[src/rtl/loader_pkg.sv]
// Shared types and constants for rom_loader_packer and its write-buffer FIFO.
package loader_pkg;

    localparam logic [21:0] CSUM_START = 22'h200;
    localparam logic [21:0] CSUM_HDR   = 22'h18E;

    typedef struct packed {
        logic [20:0] addr;
        logic [15:0] data;
        logic [1:0]  be;
    } fifo_entry_t;

    typedef enum logic [1:0] {IDLE, WAIT, DRAIN} state_t;

endpackage

[src/rtl/loader_fifo.sv]
// Synchronous register FIFO with flush; a push into a full FIFO is accepted
// only when a pop frees a slot in the same cycle.
module loader_fifo #(
    parameter int  DEPTH   = 4,
    parameter type entry_t = logic [7:0]
) (
    input  logic   clk,
    input  logic   reset,
    input  logic   flush,
    input  logic   push,
    input  entry_t push_data,
    input  logic   pop,
    output entry_t pop_data,
    output logic   full,
    output logic   empty
);
    localparam int PTR_W = $clog2(DEPTH);

    entry_t           mem_q [DEPTH];
    logic [PTR_W-1:0] wr_ptr_q, wr_ptr_d, rd_ptr_q, rd_ptr_d;
    logic [PTR_W:0]   count_q, count_d;
    logic             do_push, do_pop;

    assign full     = (count_q == (PTR_W+1)'(DEPTH));
    assign empty    = (count_q == '0);
    assign pop_data = mem_q[rd_ptr_q];
    assign do_pop   = pop && !empty;
    assign do_push  = push && (!full || do_pop);

    always_comb begin
        wr_ptr_d = wr_ptr_q;
        rd_ptr_d = rd_ptr_q;
        count_d  = count_q;
        if (flush) begin
            wr_ptr_d = '0;
            rd_ptr_d = '0;
            count_d  = '0;
        end else begin
            if (do_push) wr_ptr_d = wr_ptr_q + PTR_W'(1);
            if (do_pop)  rd_ptr_d = rd_ptr_q + PTR_W'(1);
            case ({do_push, do_pop})
                2'b10:   count_d = count_q + (PTR_W+1)'(1);
                2'b01:   count_d = count_q - (PTR_W+1)'(1);
                default: count_d = count_q;
            endcase
        end
    end

    always_ff @(posedge clk) begin
        if (reset) begin
            wr_ptr_q <= '0;
            rd_ptr_q <= '0;
            count_q  <= '0;
        end else begin
            wr_ptr_q <= wr_ptr_d;
            rd_ptr_q <= rd_ptr_d;
            count_q  <= count_d;
        end
    end

    // Storage is data only; validity is tracked by the pointers above.
    always_ff @(posedge clk) begin
        if (do_push && !flush) mem_q[wr_ptr_q] <= push_data;
    end

endmodule

[src/rtl/rom_loader_packer.sv]
// Packs loader bytes into big-endian words and writes them to SDRAM with a toggle handshake.
// Optional LOADER_CHECKSUM_EN adds the cartridge header checksum check (checksum_ok).
module rom_loader_packer
    import loader_pkg::*;
#(
    parameter int FIFO_DEPTH = 4,
    parameter int ADDR_BITS  = 22
) (
    input  logic                 clk,
    input  logic                 reset,
    input  logic [2:0]           loading,
    input  logic [7:0]           loader_do,
    input  logic                 loader_do_valid,
    output logic [ADDR_BITS-2:0] mem_addr,
    output logic [15:0]          mem_din,
    output logic [1:0]           mem_be,
    output logic                 mem_req,
    input  logic                 mem_ack,
    output logic [ADDR_BITS-1:0] rom_size,
    output logic                 md_on,
    output logic                 overflow
`ifdef LOADER_CHECKSUM_EN
    ,
    output logic                 checksum_ok
`endif
);
    state_t                 wr_state_q, wr_state_d, sess_state_q, sess_state_d;
    logic                   loading_act_q;
    logic [ADDR_BITS:0]     cnt_q, cnt_d, cnt_cur;
    logic [7:0]             hi_q, hi_d;
    logic                   overflow_q, overflow_d, md_on_q, md_on_d;
    logic [ADDR_BITS-1:0]   rom_size_q, rom_size_d;
    logic [ADDR_BITS-2:0]   mem_addr_q, mem_addr_d;
    logic [15:0]            mem_din_q, mem_din_d;
    logic [1:0]             mem_be_q, mem_be_d;
    logic                   mem_req_q, mem_req_d;
    logic                   rise, fall, ack_match, wr_free;
    logic                   push, pop, flush, full, empty;
    fifo_entry_t            push_data, head;
`ifdef LOADER_CHECKSUM_EN
    logic [15:0]            sum_q, sum_d, hdr_q, hdr_d;
    logic                   csum_ok_q, csum_ok_d;
    logic [ADDR_BITS-1:0]   word_baddr;
`endif

    assign rise      = (loading != 3'd0) && !loading_act_q;
    assign fall      = (loading == 3'd0) && loading_act_q;
    assign ack_match = (mem_ack == mem_req_q);
    assign wr_free   = (wr_state_q == IDLE) || ack_match;

    always_comb begin
        wr_state_d   = wr_state_q;
        sess_state_d = sess_state_q;
        cnt_d        = cnt_q;
        hi_d         = hi_q;
        overflow_d   = overflow_q;
        md_on_d      = md_on_q;
        rom_size_d   = rom_size_q;
        mem_addr_d   = mem_addr_q;
        mem_din_d    = mem_din_q;
        mem_be_d     = mem_be_q;
        mem_req_d    = mem_req_q;
        push         = 1'b0;
        push_data    = '0;
        pop          = 1'b0;
        flush        = 1'b0;
        cnt_cur      = rise ? '0 : cnt_q;
`ifdef LOADER_CHECKSUM_EN
        sum_d        = sum_q;
        hdr_d        = hdr_q;
        csum_ok_d    = csum_ok_q;
        word_baddr   = {cnt_cur[ADDR_BITS-1:1], 1'b0};
`endif

        // Session start discards buffered words but lets the in-flight write finish.
        if (rise) begin
            flush        = 1'b1;
            cnt_d        = '0;
            hi_d         = '0;
            overflow_d   = 1'b0;
            md_on_d      = 1'b0;
            sess_state_d = IDLE;
`ifdef LOADER_CHECKSUM_EN
            sum_d        = '0;
            hdr_d        = '0;
            csum_ok_d    = 1'b0;
`endif
        end

        if (loader_do_valid && (loading != 3'd0)) begin
            if (cnt_cur[ADDR_BITS]) begin
                overflow_d = 1'b1;
            end else begin
                cnt_d = cnt_cur + (ADDR_BITS+1)'(1);
                if (!cnt_cur[0]) begin
                    hi_d = loader_do;
                end else begin
                    push      = 1'b1;
                    push_data = '{addr: 21'(cnt_cur[ADDR_BITS-1:1]), data: {hi_q, loader_do}, be: 2'b11};
`ifdef LOADER_CHECKSUM_EN
                    if (word_baddr >= ADDR_BITS'(CSUM_START)) sum_d = sum_q + {hi_q, loader_do};
                    if (word_baddr == ADDR_BITS'(CSUM_HDR))   hdr_d = {hi_q, loader_do};
`endif
                end
            end
        end

        if (fall) begin
            sess_state_d = DRAIN;
            if (cnt_q[0]) begin
                push      = 1'b1;
                push_data = '{addr: 21'(cnt_q[ADDR_BITS-1:1]), data: {hi_q, 8'h00}, be: 2'b10};
            end
        end

        // Completion and the next pop share a cycle so one word issues per round trip.
        if (wr_free && !empty && !rise) begin
            pop        = 1'b1;
            mem_addr_d = (ADDR_BITS-1)'(head.addr);
            mem_din_d  = head.data;
            mem_be_d   = head.be;
            mem_req_d  = ~mem_req_q;
            wr_state_d = WAIT;
        end else if (wr_state_q == WAIT && ack_match) begin
            wr_state_d = IDLE;
        end

        if (push && full && !pop) overflow_d = 1'b1;

        if (sess_state_q == DRAIN && empty && !push && wr_free && !rise) begin
            rom_size_d   = cnt_q[ADDR_BITS-1:0];
            md_on_d      = 1'b1;
            sess_state_d = IDLE;
`ifdef LOADER_CHECKSUM_EN
            csum_ok_d    = (sum_q == hdr_q);
`endif
        end
    end

    always_ff @(posedge clk) begin
        if (reset) begin
            wr_state_q    <= IDLE;
            sess_state_q  <= IDLE;
            loading_act_q <= 1'b0;
            cnt_q         <= '0;
            overflow_q    <= 1'b0;
            md_on_q       <= 1'b0;
            rom_size_q    <= '0;
            mem_addr_q    <= '0;
            mem_din_q     <= '0;
            mem_be_q      <= '0;
            mem_req_q     <= mem_ack;
        end else begin
            wr_state_q    <= wr_state_d;
            sess_state_q  <= sess_state_d;
            loading_act_q <= (loading != 3'd0);
            cnt_q         <= cnt_d;
            overflow_q    <= overflow_d;
            md_on_q       <= md_on_d;
            rom_size_q    <= rom_size_d;
            mem_addr_q    <= mem_addr_d;
            mem_din_q     <= mem_din_d;
            mem_be_q      <= mem_be_d;
            mem_req_q     <= mem_req_d;
        end
    end

    always_ff @(posedge clk) begin
        hi_q <= hi_d;
    end

`ifdef LOADER_CHECKSUM_EN
    always_ff @(posedge clk) begin
        if (reset) begin
            sum_q     <= '0;
            hdr_q     <= '0;
            csum_ok_q <= 1'b0;
        end else begin
            sum_q     <= sum_d;
            hdr_q     <= hdr_d;
            csum_ok_q <= csum_ok_d;
        end
    end
    assign checksum_ok = csum_ok_q;
`endif

    loader_fifo #(
        .DEPTH   (FIFO_DEPTH),
        .entry_t (fifo_entry_t)
    ) u_fifo (
        .clk       (clk),
        .reset     (reset),
        .flush     (flush),
        .push      (push),
        .push_data (push_data),
        .pop       (pop),
        .pop_data  (head),
        .full      (full),
        .empty     (empty)
    );

    assign mem_addr = mem_addr_q;
    assign mem_din  = mem_din_q;
    assign mem_be   = mem_be_q;
    assign mem_req  = mem_req_q;
    assign rom_size = rom_size_q;
    assign md_on    = md_on_q;
    assign overflow = overflow_q;

endmodule

[config.mk]
export PLATFORM = sky130hd
export DESIGN_NAME = rom_loader_packer
export DESIGN_NICKNAME = d
export VERILOG_FILES = /design/src/rtl/loader_pkg.sv /design/src/rtl/loader_fifo.sv /design/src/rtl/rom_loader_packer.sv
export SDC_FILE = /design/constraint.sdc
export NUM_CORES = 1
export LEC_CHECK = 0
export BUFFER_PORTS_ARGS = -buffer_cell sky130_fd_sc_hd__buf_2
export CORE_MARGIN = 8
export CORE_UTILIZATION = 60
export DETAILED_ROUTE_END_ITERATION = 16
export GPL_ROUTABILITY_DRIVEN = 1
export PLACE_DENSITY = 0.77
export SETUP_SLACK_MARGIN = 0.4
export SLEW_MARGIN = 0
export SYNTH_ARGS = -nofsm -noshare
export SYNTH_HDL_FRONTEND = slang
export SYNTH_HIERARCHICAL = 1
export SYNTH_SLANG_ARGS = --single-unit
[constraint.sdc]
create_clock -name clk -period 12.1 [get_ports clk]
set_clock_uncertainty 0.05 [all_clocks]
set_input_delay 1.21 -clock clk [delete_from_list [all_inputs] [get_ports clk]]
set_output_delay 1.21 -clock clk [all_outputs]
set_load 0.05 [all_outputs]
==> results of run 1 <==
[cells in the final DEF (no fill, tap or decap), drive strengths merged, types with 4 or more instances in the layout]
master and count:
a21oi 58, a22o 9, and2 12, and2b 6
buf 91, clkbuf 40, clkinv 8, dfxtp 106
edfxtp 157, ha 9, inv 15, mux2i 25
mux4 39, nand2 148, nand3 10, nand4 8
nor2 20, nor2b 26, nor3 6, nor3b 4
o21ai 8, o31ai 12, or3 6, or4 12
xor2 5
[flip-flops by register name, indices dropped and copies added, names as in the netlist, 3 cells and up, named ones only]
signal / cells
mem_addr: 21
u_fifo/count_q: 3
cnt_q: 23
hi_q: 8
u_fifo/mem_q: 156
rom_size: 22
mem_din: 16
[logic make-up after synthesis]
group | after synthesis
mux | 64
buf+inv | 55
xor+xnor | 8
compound gates | 100
fa+ha+maj | 10
simple gates | 271
flops | 263
[path summary, 6_finish.rpt]
| path | slack, ns | from | cells after the start | endpoint |
|---|---|---|---|---|
| setup / recovery | 7.68 | loading[0] | 15 | u_fifo/count_q[2]$_SDFFE_PP0P_ |
| hold / removal | 0.40 | mem_din[12]$_SDFFE_PP0P_ | 2 | mem_din[12]$_SDFFE_PP0P_ |
| setup reg to reg | 8.19 | u_fifo/count_q[1]$_SDFFE_PP0P_ | 12 | u_fifo/count_q[2]$_SDFFE_PP0P_ |
| hold reg to reg | 0.40 | mem_din[12]$_SDFFE_PP0P_ | 2 | mem_din[12]$_SDFFE_PP0P_ |
[power groups by stage]
stage	registers [mW]	clock network [mW]	logic (mW)
after detailed placement	0.971	0	0.0480
after global routing	0.953	0.806	0.0523
after CTS	0.953	0.769	0.0487
after floorplan	0.975	0	0.0287
after global placement	0.971	0	0.0458
final	0.953	0.754	0.0486
[critical path, cell delays in order]
cell and delay [ns]:
buf_2 0.10, or3_1 0.13, ha_1 0.16, buf_4 0.30, a211o_1 0.14, buf_4 0.37
inv_1 0.08, buf_4 0.31, o41ai_4 0.58, ha_1 0.31, inv_1 0.08, fa_1 0.38
xor2_1 0.16, or3_1 0.31, a21oi_1 0.15
[through the flow]
step	power [mW]	cell area, um^2
after floorplan	1.004	10400
after global placement	1.017	11000
after detailed placement	1.019	11000
after CTS	1.770	11810
after global routing	1.811	11810
final	1.756	11810
[cell type report]
type / instances / share of cell area, %
clock buffers: 40 / 6.559
clock inverters: 8 / 0.3073
repair buffers: 91 / 4.133
well taps: 225 / 2.384
inverters: 15 / 0.4768
flip-flops and latches: 263 / 57.91
multi-input cells: 453 / 28.23
[routing by layer]
| layer | part of all wire (%) | global-route usage, % | wire (um) |
|---|---|---|---|
| met1 | 42 | 24.68 | 9088 |
| met2 | 50 | 34.95 | 10960 |
| met3 | 6.2 | 3.241 | 1344 |
| met4 | 1.7 | 5.456 | 369 |
| met5 | 0 | 0 | 0 |
==> out/qor.yml, run 1 <==
routing:
  postRouteAntennaNets: 0
  drtIter0Drc: 525
  drc: 0
  vias: 6478
  drtPass1Iterations: 5
  avgViaCountPerCell: 5.916
  wl_per_cell_um: 19.88
  wl_um: 21770
cts:
  numCtsBuffers: 26
  cts_setup_buffers: 0
  insertion_delay_ns: 0.52
  cts_hold_buf: 0
  clockBufferDepth: 3
  h-tree-depth: 1
  tritoncts: "built"
  cts_root_buf: "clkbuf_16"
  clkSinkCount: 263
  clk_pin_slew_ns: 0.06
  ctsResizeCount: 0
placed_design:
  post-place-ws_ns: 7.212
  gp_congestion: 0.8379
  dp_cells: 1047
  port_buffers: 78
  dp_hpwl_um: 13570
synth:
  yosys.cell_types.count: 57
  synthesis.nets: 796
  postSynthAreaPerCell_um2: 13.48
  synthMostInstantiatedCell: "edfxtp_1"
  yosys.area.top_type: "edfxtp_1"
  synth_top_family_by_area: "simple AND/OR/NAND/NOR gates"
  yosys.area.top_type_share_pct: 45.35
  synth_common_cells: "edfxtp_1 (157), nand2_1 (148), dfxtp_1 (106), a21oi_1 (58), mux4_2 (39)"
  synth-simple-area-share_pct: 12.94
  synth-edff-count: 157
  yosys_warnings: 6
  syn_inst: 771
  async_reset_ff_share_pct: 0
  yosysSeqAreaShare_pct: 65.77
  ys_seq_elements: 263
  synth_area_leaders: "edfxtp_1 (45%), dfxtp_1 (20%), mux4_2 (8.4%)"
  synth_compound_area_share_pct: 6.127
  synth_xor_area_share_pct: 0.6740
  synthAdderAreaFrac_pct: 1.276
  synth_mux_area_share_pct: 10.86
  syn-cell-area_um2: 10390
  synthFlopType: "edfxtp_1"
global_route:
  antenna_found_initial: 0
  first_global_vias: 6768
  grt.total_usage_pct: 19.77
  grt_max_degree: 61
  overflow: 0
  grt_pass1_wl_um: 34800
floorplan:
  start_util_pct: 60.73
  die_x_um: 147.6
  pin_count: 79
  core_um2: 17120
  die_area_um2: 21790
  num_rows: 48
  die_h_um: 147.6
worst_setup_path:
  crit_arrival_ns: 4.81
  crit_required_ns: 12.49
  crit_type: "in -> reg"
  endpoint_kind: "flop"
  crit_fanout: 43
  cp-start-kind: "input port"
pwr:
  peakVddDrop_v: 0.0001142
  p_comb_share_pct: 2.8
  p_sw_share_pct: 20.21
  p_leak_nw: 4.090
  p_int_mw: 1.401
  clkPwrFrac_pct: 43.0
  seqPwrFrac_pct: 54.3
  power_density_nw_per_um2: 148.7
  netSwitchingPower_mw: 0.3548
outcome:
  status: "complete, no violations"
sta:
  hold_slack_ns: 0.4024
  slew_violations: 0
  fin_tns_setup_ns: 0
  fmax_ghz: 0.2264
  fin_crit_sh_pct: 36.50
  rsz0062_at_grt: "no"
  fin_ws_ns: 7.684
  finalSetupViolations: 0
  period_needed_ns: 4.416
  worst_pin_slew_ns: 1.033
  relSlewSlack_pct: 30.57
  finalHoldViolCount: 0
finish:
  syn_to_final_growth_pct: 13.59
  drive_gt1_share_pct: 21.03
  final_util_pct: 68.98
  n_fill_cell: 1197
  multi_input_area_um2: 3333
  diodes: 0
  final_cells: 1095
  nets: 875
  ff_latch_area_um2: 6838
min_path:
  hp-class: "reg -> reg"
run:
  cap_violations: 0
No activity file was read; power rests on OpenSTA's default activity.
==> run 2, diff against run 1 <==
==> constraint.sdc (replaced) <==
create_clock -name clk -period 4.2 [get_ports clk]
set_clock_uncertainty 0.05 [all_clocks]
set_input_delay 0.42 -clock clk [delete_from_list [all_inputs] [get_ports clk]]
set_output_delay 0.42 -clock clk [all_outputs]
set_load 0.05 [all_outputs]
==> out/qor.yml, run 2 (synthesis gave the netlist of run 1 again) <==
outcome:
  status: "complete, no violations"
run:
  cap_violations: 0  # unchanged
cts:
  clkSinkCount: 263  # unchanged
  insertion_delay_ns: 0.51  # about the same
  ctsResizeCount: 0  # unchanged
  numCtsBuffers: 26  # unchanged
  cts_setup_buffers: 0  # unchanged
  clockBufferDepth: 3  # unchanged
  cts_root_buf: "clkbuf_16"
  clk_pin_slew_ns: 0.06  # about the same
  tritoncts: "built"
  h-tree-depth: 1  # unchanged
  cts_hold_buf: 0  # unchanged
finish:
  syn_to_final_growth_pct: 14.89
  final_cell_mix: "edfxtp_1 (157), nand2_1 (148), dfxtp_1 (105)"
  nets: 880  # +0.57%
  n_fill_cell: 1170  # -2.3%
  final_cell_area_um2: 11940  # +1.1%
  largest_register_ffs: 156  # unchanged
  final_common_cell: "edfxtp_1"
  drive_gt1_share_pct: 21.83  # +0.79 points
  diodes: 0  # unchanged
  max_flop_register: "u_fifo/mem_q"
  ff_latch_area_um2: 6838  # unchanged
  multi_input_area_um2: 3358  # +0.75%
floorplan:
  die_x_um: 147.6  # unchanged
  num_rows: 48  # unchanged
  die_h_um: 147.6  # unchanged
  pin_count: 79  # unchanged
  start_util_pct: 60.73  # unchanged
  core_um2: 17120  # unchanged
  die_area_um2: 21790  # unchanged
worst_setup_path:
  r2r_start: "loading_act_q$_SDFF_PP0_"
  cp-endpoint: "u_fifo/count_q[2]$_SDFFE_PP0P_"
  ff2ff_path_depth: 14  # +2
  r2r-end: "u_fifo/count_q[2]$_SDFFE_PP0P_"
  cp-start-kind: "flop"
  crit_fanout: 23  # -47%
  crit_required_ns: 4.59  # -7.90 ns
  crit_arrival_ns: 3.85  # -0.96 ns
  crit_type: "reg -> reg"
  endpoint_kind: "flop"
  r2r_slack_ns: 0.74  # -7.45 ns
  crit_start: "loading_act_q$_SDFF_PP0_"
sta:
  fmax_ghz: 0.2887
  fin_tns_setup_ns: 0  # unchanged
  finalSetupViolations: 0  # unchanged
  relSlewSlack_pct: 30.91  # +0.34 points
  worst_pin_slew_ns: 1.028  # -0.005038 ns
  finalHoldViolCount: 0  # unchanged
  slew_violations: 0  # unchanged
  fin_crit_sh_pct: 82.48
  rsz0062_at_grt: "no"
  fin_ws_ns: 0.7358  # -6.948 ns
  hold_slack_ns: 0.1003  # -0.3021 ns
  period_needed_ns: 3.464
routing:
  drc: 0  # unchanged
  postRouteAntennaNets: 0  # unchanged
  wl_per_cell_um: 19.69  # -0.94%
  vias: 6448  # -0.46%
  wl_um: 21660  # -0.49%
  drtIter0Drc: 502  # -4.4%
  avgViaCountPerCell: 5.862  # -0.92%
  drtPass1Iterations: 5  # unchanged
global_route:
  first_global_vias: 6863  # +1.4%
  overflow: 0  # unchanged
  grt_pass1_wl_um: 35010  # +0.59%
  antenna_found_initial: 0  # unchanged
  grt_max_degree: 60  # -1.6%
  grt.total_usage_pct: 19.97  # +0.20 points
pwr:
  power_density_nw_per_um2: 434.7  # +190%
  p_leak_nw: 4.210  # +2.9%
  peakVddDrop_v: 0.0003981  # +250%
placed_design:
  port_buffers: 78  # unchanged
  post-place-ws_ns: 0.4844  # -6.728 ns
  dp_hpwl_um: 14360  # +5.8%
  placed_area_um2: 11070  # +0.68%
  gp_congestion: 0.8745  # +4.4%
min_path:
  hp-class: "in -> reg"
  worstHoldPathCells: 2  # unchanged
==> run 2: worst min path at each step <==
stage               slack (ns)                 startpoint                        end
detailed placement        0.39  mem_addr[16]$_SDFFE_PP0P_  mem_addr[16]$_SDFFE_PP0P_
global route              0.09               loader_do[5]            hi_q[5]$_DFF_P_
CTS                       0.08               loader_do[3]            hi_q[3]$_DFF_P_
floorplan                 0.38            hi_q[1]$_DFF_P_            hi_q[1]$_DFF_P_
finish                    0.10               loader_do[3]            hi_q[3]$_DFF_P_
global placement          0.39   mem_addr[6]$_SDFFE_PP0P_   mem_addr[6]$_SDFFE_PP0P_
==> run 2: stage by stage <==
stage          power [mW]  util (%)  instances
4_1_cts             5.227     69.77       1100
6_report            5.191     69.77       1100
3_3_place_gp        2.930     64.69       1052
3_5_place_dp        2.935     64.69       1052
2_1_floorplan       2.893         -        771
5_1_grt             5.330     69.77       1100
==> run 2: worst max-delay path, stage by stage, from the launching register on <==
cell and delay [ns]:
dfxtp_1 0.33, inv_1 0.06, ha_1 0.17, buf_4 0.33, nand2b_1 0.22, inv_1 0.14
ha_1 0.25, a22o_4 0.27, o41ai_4 0.16, ha_1 0.32, inv_1 0.06, fa_1 0.38
xor2_1 0.17, or3_1 0.32, a21oi_1 0.15
==> run 2: routing by layer <==
| layer | share of wire, % | routed length (um) | GRT usage [%] |
|---|---|---|---|
| met5 | 0 | 0 | 0 |
| met4 | 1.5 | 320 | 6.017 |
| met3 | 7.6 | 1650 | 3.669 |
| met2 | 50 | 10910 | 34.82 |
| met1 | 41 | 8774 | 24.91 |
==> run 2: cell type report <==
class	count	share of cell area [%]
Clock buffer	39	6.475
Clock inverter	9	0.8172
Inverter	15	0.4715
Multi-Input combinational cell	453	28.12
Sequential cell	263	57.26
Tap cell	225	2.357
Timing Repair Buffer	96	4.505
==> run 2: power by group <==
group          switching (mW)  leakage, nW  internal [mW]
registers              0.0130         2.42           2.73
clock network           0.916        0.433           1.39
logic                  0.0957         1.35         0.0417
